==> config.mk <==
export PLATFORM = sky130hd
export DESIGN_NAME = obi_mem_arbiter
export DESIGN_NICKNAME = d
export VERILOG_FILES = /design/src/rtl/obi_mem_arbiter.sv
export SDC_FILE = /design/constraint.sdc
export NUM_CORES = 1
export LEC_CHECK = 0
export BUFFER_PORTS_ARGS = -buffer_cell sky130_fd_sc_hd__clkbuf_2
export CAP_MARGIN = 5
export CORE_AREA = 5 5 107 109
export CTS_CLUSTER_SIZE = 40
export DETAILED_ROUTE_END_ITERATION = 7
export DIE_AREA = 0 0 112 114
export GPL_TIMING_DRIVEN = 0
export PLACE_DENSITY = 0.6
export SYNTH_ARGS = -nofsm -noshare
export SYNTH_HDL_FRONTEND = slang
export SYNTH_SLANG_ARGS = --single-unit
==> constraint.sdc <==
create_clock -name clk_i -period 2.3 [get_ports clk_i]
set_input_delay 0.23 -clock clk_i [delete_from_list [all_inputs] [get_ports clk_i]]
set_output_delay 0.23 -clock clk_i [all_outputs]
set_load 0.01 [all_outputs]
==> src/rtl/obi_mem_arbiter.sv <==
// Two-requester OBI arbiter onto one in-order memory port.
// Round-robin ties, request locking under backpressure, response routing FIFO.
module obi_mem_arbiter #(
   parameter int ADDR_WIDTH      = 32,
   parameter int DATA_WIDTH      = 32,
   parameter int MAX_OUTSTANDING = 4
) (
   input  logic                                 clk_i,
   input  logic                                 rst_i,
   input  logic                                 instr_req_i,
   input  logic [ADDR_WIDTH-1:0]                instr_addr_i,
   output logic                                 instr_gnt_o,
   output logic                                 instr_rvalid_o,
   output logic [DATA_WIDTH-1:0]                instr_rdata_o,
   input  logic                                 data_req_i,
   input  logic [ADDR_WIDTH-1:0]                data_addr_i,
   input  logic                                 data_we_i,
   input  logic [DATA_WIDTH/8-1:0]              data_be_i,
   input  logic [DATA_WIDTH-1:0]                data_wdata_i,
   output logic                                 data_gnt_o,
   output logic                                 data_rvalid_o,
   output logic [DATA_WIDTH-1:0]                data_rdata_o,
   output logic                                 mem_req_o,
   output logic [ADDR_WIDTH-1:0]                mem_addr_o,
   output logic                                 mem_we_o,
   output logic [DATA_WIDTH/8-1:0]              mem_be_o,
   output logic [DATA_WIDTH-1:0]                mem_wdata_o,
   input  logic                                 mem_gnt_i,
   input  logic                                 mem_rvalid_i,
   input  logic [DATA_WIDTH-1:0]                mem_rdata_i,
   output logic [$clog2(MAX_OUTSTANDING):0]     outstanding_o,
   output logic                                 protocol_err_o
);

   localparam int PW = $clog2(MAX_OUTSTANDING);
   localparam int CW = PW + 1;

   // Owner encoding: 0 = instr, 1 = data
   logic                       r_lock;
   logic                       r_owner;
   logic                       r_last;
   logic                       r_err;
   logic [MAX_OUTSTANDING-1:0] r_route;
   logic [PW-1:0]              r_wptr;
   logic [PW-1:0]              r_rptr;
   logic [CW-1:0]              r_cnt;

   logic w_full;
   logic w_empty;
   logic w_sel;
   logic w_hs;
   logic w_pop;
   logic w_head;

   assign w_full  = (r_cnt == CW'(MAX_OUTSTANDING));
   assign w_empty = (r_cnt == '0);

   always_comb begin
      w_sel = data_req_i;
      if (r_lock)
         w_sel = r_owner;
      else if (instr_req_i && data_req_i)
         w_sel = ~r_last;
   end

   assign mem_req_o   = (instr_req_i | data_req_i) & ~w_full & ~rst_i;
   assign w_hs        = mem_req_o & mem_gnt_i;

   assign mem_addr_o  = w_sel ? data_addr_i : instr_addr_i;
   assign mem_we_o    = w_sel & data_we_i;
   assign mem_be_o    = w_sel ? data_be_i : '1;
   assign mem_wdata_o = w_sel ? data_wdata_i : '0;

   assign instr_gnt_o = w_hs & ~w_sel;
   assign data_gnt_o  = w_hs & w_sel;

   assign w_head = r_route[r_rptr];
   assign w_pop  = mem_rvalid_i & ~w_empty & ~rst_i;

   assign instr_rvalid_o = w_pop & ~w_head;
   assign data_rvalid_o  = w_pop & w_head;
   assign instr_rdata_o  = mem_rdata_i;
   assign data_rdata_o   = mem_rdata_i;

   assign outstanding_o  = r_cnt;
   assign protocol_err_o = r_err;

   always_ff @(posedge clk_i) begin
      if (rst_i) begin
         r_lock  <= 1'b0;
         r_owner <= 1'b0;
         r_last  <= 1'b0;
         r_err   <= 1'b0;
         r_route <= '0;
         r_wptr  <= '0;
         r_rptr  <= '0;
         r_cnt   <= '0;
      end else begin
         if (w_hs) begin
            r_route[r_wptr] <= w_sel;
            r_wptr          <= r_wptr + PW'(1);
            r_last          <= w_sel;
            r_lock          <= 1'b0;
         end else if (mem_req_o) begin
            // hold the choice so the memory sees stable request fields
            r_lock  <= 1'b1;
            r_owner <= w_sel;
         end
         if (w_pop)
            r_rptr <= r_rptr + PW'(1);
         case ({w_hs, w_pop})
            2'b10:   r_cnt <= r_cnt + CW'(1);
            2'b01:   r_cnt <= r_cnt - CW'(1);
            default: r_cnt <= r_cnt;
         endcase
         if (mem_rvalid_i && w_empty)
            r_err <= 1'b1;
      end
   end

endmodule
### After elaboration in Yosys (flattened, before gate mapping)

Index checks and enable logic that the tools add are counted.

* register bits after elaboration: 15
* output and inout port bits: 142
* word-level logic and storage cells: 54

* add/sub/neg operators: 4
* magnitude comparators: 3
* eq/ne operators: 3
* mux-type cells: 11
* bitwise gates (word level): 18
* reduce and logical (&&, ||, !) cells: 7

Operator list (count)
* $mux W32: 2
* $and A1 B1 Y1: 10
* $not A1 Y1: 7
* $lt A2 B3 Y1 const B: 2
* $pmux W3 S2: 1
* $add A2 B1 Y2 const B: 2
* $bwmux W4: 1
* $mux W1: 4
* $mux W4: 1
* $add A3 B1 Y3 const B: 1
* $eq A3 B3 Y1 const B: 1
* $logic_and A1 B1 Y1: 3
* $logic_not A3 Y1: 1
* $sub A3 B1 Y3 const B: 1
* $bmux W1 S2: 1
* $demux W1 S2: 1
* $eq A2 B1 Y1 const B: 1
* $eq A2 B2 Y1 const B: 1
* $ge A2 B1 Y1 const B: 1
* $reduce_and A2 Y1: 1
* $reduce_bool A2 Y1: 1
* $reduce_or A2 Y1: 1
* $or A1 B1 Y1: 1

### Longest topological paths before layout

* depth in word-level cells: 7
* gate-level depth with buffers: 8
* gate-level depth less buffers: 8

### Least setup slack after synthesis

OpenSTA, ideal clock, no wires.

* path kind: register to register
* start point: reg r_cnt[2], in the netlist outstanding_o[2]
* end point: reg r_cnt[2], in the netlist outstanding_o[2]
* setup time: 71 ps
* arrival time: 1975 ps
* required time: 2229 ps
* slack: 254 ps
* cell stages (with the launch flop): 9
* buffers on the path: 0
* period minus slack after synthesis: 2046 ps
* path through: dfxtp_1 > nor3b_2 > or3_1 > ha_1 > inv_1 > fa_1 > xor2_1 > or3_1 > a21oi_1

* cells in the longest elaborated chain, start to end: 7

RTL lines
* start: declaration: RTL line 46 `logic [CW-1:0] r_cnt;`
* start signal: assignment: RTL line 112 `2'b10: r_cnt <= r_cnt + CW'(1);`
* start signal: assignment: RTL line 113 `2'b01: r_cnt <= r_cnt - CW'(1);`
* start signal: assignment: RTL line 114 `default: r_cnt <= r_cnt;`
* $eq A3 B3 Y1: RTL line 55 `assign w_full = (r_cnt == CW'(MAX_OUTSTANDING));`
* $not A1 Y1: RTL line 66 `assign mem_req_o = (instr_req_i | data_req_i) & ~w_full & ~rst_i;`
* $and A1 B1 Y1 (2 in a row): RTL line 66
* $and A1 B1 Y1: RTL line 67 `assign w_hs = mem_req_o & mem_gnt_i;`
* $eq A2 B1 Y1 or $eq A2 B2 Y1 (tied branches): RTL line 111 `case ({w_hs, w_pop})`
* $pmux W3 S2 or $reduce_bool A2 Y1 (tied branches)

Several ways; a longest one is shown, not always the timed one.
A chain may end at the register's enable or synchronous reset.

### Final worst setup path

Same ends and word-level chain as after synthesis.

==> results.cfg <==
[clocking]
cts_root_buf = clkbuf_8
ctsHtreeMaxLevel = 1
clkTransAtPathRegs_ps = 60
cts_sinks = 15
clockBufferDepth = 2
holdBufCountCts = 0
cts.repair.resized = 0
cts_buffers = 3
cts_setup_buffers = 0
cts_tree = built
worstSkewPairLatency_ps = 250

[placed_design]
io_buffers = 248
place_inst = 614
dp_hpwl_microns = 8020
gp_congestion = 0.926

[detailed_routing]
firstDrtPassIters = 4
vias_per_cell = 3.96
drc_errors = 0
drt_iter0_markers = 58
wl_per_cell_microns = 14.4
drt-total-wl_microns = 8890
num_vias = 2447
detail-route-antenna-nets = 0

[final_layout]
diodes = 0
fin_nets = 624
post_layout_nonfiller_instances = 618
drive_gt1_share_pct = 76.8
area_growth_pct = 75.6
fillers = 1124

[yosys]
syn_inst = 226
synth_edf_count = 0
synth_area_per_cell_sq_um = 8.61
synth_top_flop_cell = dfxtp_1
ys_ff_latch = 15
synthTopCellsByCount = buf_4, nor2b_1, mux2_2
syn_area_sq_um = 1950
synthTopCellsByArea = buf_4, mux2_2, dfxtp_1
yosys.area.top_type = buf_4
ys_warn_count = 0
synthArstFlopShare_pct = 0
synth_top_area_share_pct = 25.5
ys_types = 33
yosysSeqAreaShare_pct = 15.4
synth_most_common_cell = buf_4
synth_nets = 371

[global_route]
grt_pass1_wl_microns = 12900
grt_max_degree = 11
track_usage_pct = 12.4
overflow = 0
grt_pass1_vias = 2446
antenna_found_initial = 0

[timing]
relSlewSlack_pct = 67.5
worstMarginPinSlew_ps = 486
max_freq_mhz = 468
rsz0062_at_grt = no
setup_viol_count_final = 0
fin_setup_tns_ps = 0
final-hold-violation-count = 0
period_needed_ps = 2140
timing.final.crit_share_pct = 92.9
worst_clock_skew_ps = 1.30
maxSlewViolCount = 0

[power_and_ir_drop]
sequentialPowerShare_pct = 24.3
ir_drop_uv = 247
clockPowerShare_pct = 17.4
p_sw_share_pct = 36.5
p_switching_mw = 0.455
power_density_nw_per_um2 = 364
intPower_mw = 0.791
combPwrFrac_pct = 58.3
p_leak_nw = 1.90

[die]
die-area_sq_um = 12800
io_pins = 281
fp.dieW_microns = 112
core_sq_um = 10500
fp.dieH_microns = 114
std_cell_rows = 38
initial_core_util_pct = 18.5

[setup_path]
worstSetupPathType = reg -> reg
critical_path_required_ps = 2470
critPathCaptureType = register
setup.worst_path.start_class = register
critPathMaxFanout = 8
cp.arrival_ps = 2310

[flow_run]
drv_cap = 0

[outcome]
status = complete, no violations

[hold_path]
worstHoldPathType = in -> reg
## logic make-up after synthesis
| logic type | after synthesis | share of synthesized area (%) |
|---|---|---|
| compound gates | 28 | 10.2 |
| xor+xnor | 4 | 1.80 |
| fa+ha+maj | 6 | 4.24 |
| buf+inv | 81 | 30.7 |
| flops | 15 | 15.4 |
| mux | 33 | 19.7 |
| simple gates | 59 | 17.9 |
## layout make-up
class | count | area [sq um] | area share [%]
Timing Repair Buffer | 248 | 1240 | 36.3
Multi-Input combinational cell | 130 | 1050 | 30.8
Tap cell | 140 | 175 | 5.13
Clock buffer | 4 | 45.0 | 1.32
Sequential cell | 15 | 304 | 8.90
Inverter | 6 | 22.5 | 0.659
Buffer | 75 | 576 | 16.8
## per-layer routing
metal	vias up	share of wire [%]	wire [microns]	track usage [%]
li1	1197	-	-	-
met2	141	53	4720	23.6
met4	0	1.8	157	3.29
met1	1098	36	3190	13.9
met5	-	0	0	0
met3	11	9.2	821	2.92
## power groups by stage
| stage | clock (mW) | combinational (mW) | sequential (mW) |
|---|---|---|---|
| after floorplan | 0 | 0.416 | 0.304 |
| after global placement | 0 | 0.726 | 0.305 |
| after detailed placement | 0 | 0.736 | 0.306 |
| after CTS | 0.225 | 0.739 | 0.300 |
| after global routing | 0.234 | 0.791 | 0.306 |
| final | 0.216 | 0.727 | 0.302 |
## flip-flops by register name, summed over array words and instances (netlist names)
name and count:
outstanding_o 3, protocol_err_o 1, r_last 1, r_lock 1
r_owner 1, r_route 4, r_rptr 2, r_wptr 2
## cells in the final DEF, fill, tap and decap left out, types with 2 or more instances in the layout
cell type  Yosys  final
a211oi_1       2      2
a21oi_1        7      7
a311oi_1       5      5
a31oi_1        4      4
and2_1         2      2
buf_4         66     66
buf_6          6      6
clkbuf_1       1      2
clkbuf_2       0    248
clkbuf_8       0      3
dfxtp_1       15     12
dfxtp_2        0      3
ha_1           5      5
inv_1          6      6
mux2_2        32     32
nand3_1        2      2
nor2_1        10     10
nor2b_1       33     33
nor3_1         2      2
o21ai_0        5      5
or2_2          4      4
or3_1          2      2
xor2_1         4      4
## per-stage QoR
step	power [mW]	hold WS, ps	area, sq um	utilization, %	setup slack, ps
finish	1.25	243	3420	32.5	162
global route	1.33	255	3420	32.5	30.7
CTS	1.26	238	3410	32.4	76.7
detailed placement	1.04	468	3360	32.0	94.0
global placement	1.03	457	3360	32.0	141
floorplan	0.720	371	1950	-	254
## critical path, cell delays in order (launching register included)
cell	delay [ps]
dfxtp_2	400
nor3b_4	230
or3_1	160
ha_1	200
inv_1	70
fa_1	380
xor2_1	160
or3_1	320
a21oi_1	140
## worst paths after layout
path	startpoint	end	slack [ps]	depth (start not counted)
hold / removal	mem_rvalid_i	protocol_err_o	240	3
setup / recovery	outstanding_o[2]	outstanding_o[2]	160	8
hold reg to reg	protocol_err_o	protocol_err_o	480	2
setup reg to reg	outstanding_o[2]	outstanding_o[2]	160	8
Power figures use the tool's default switching activity.
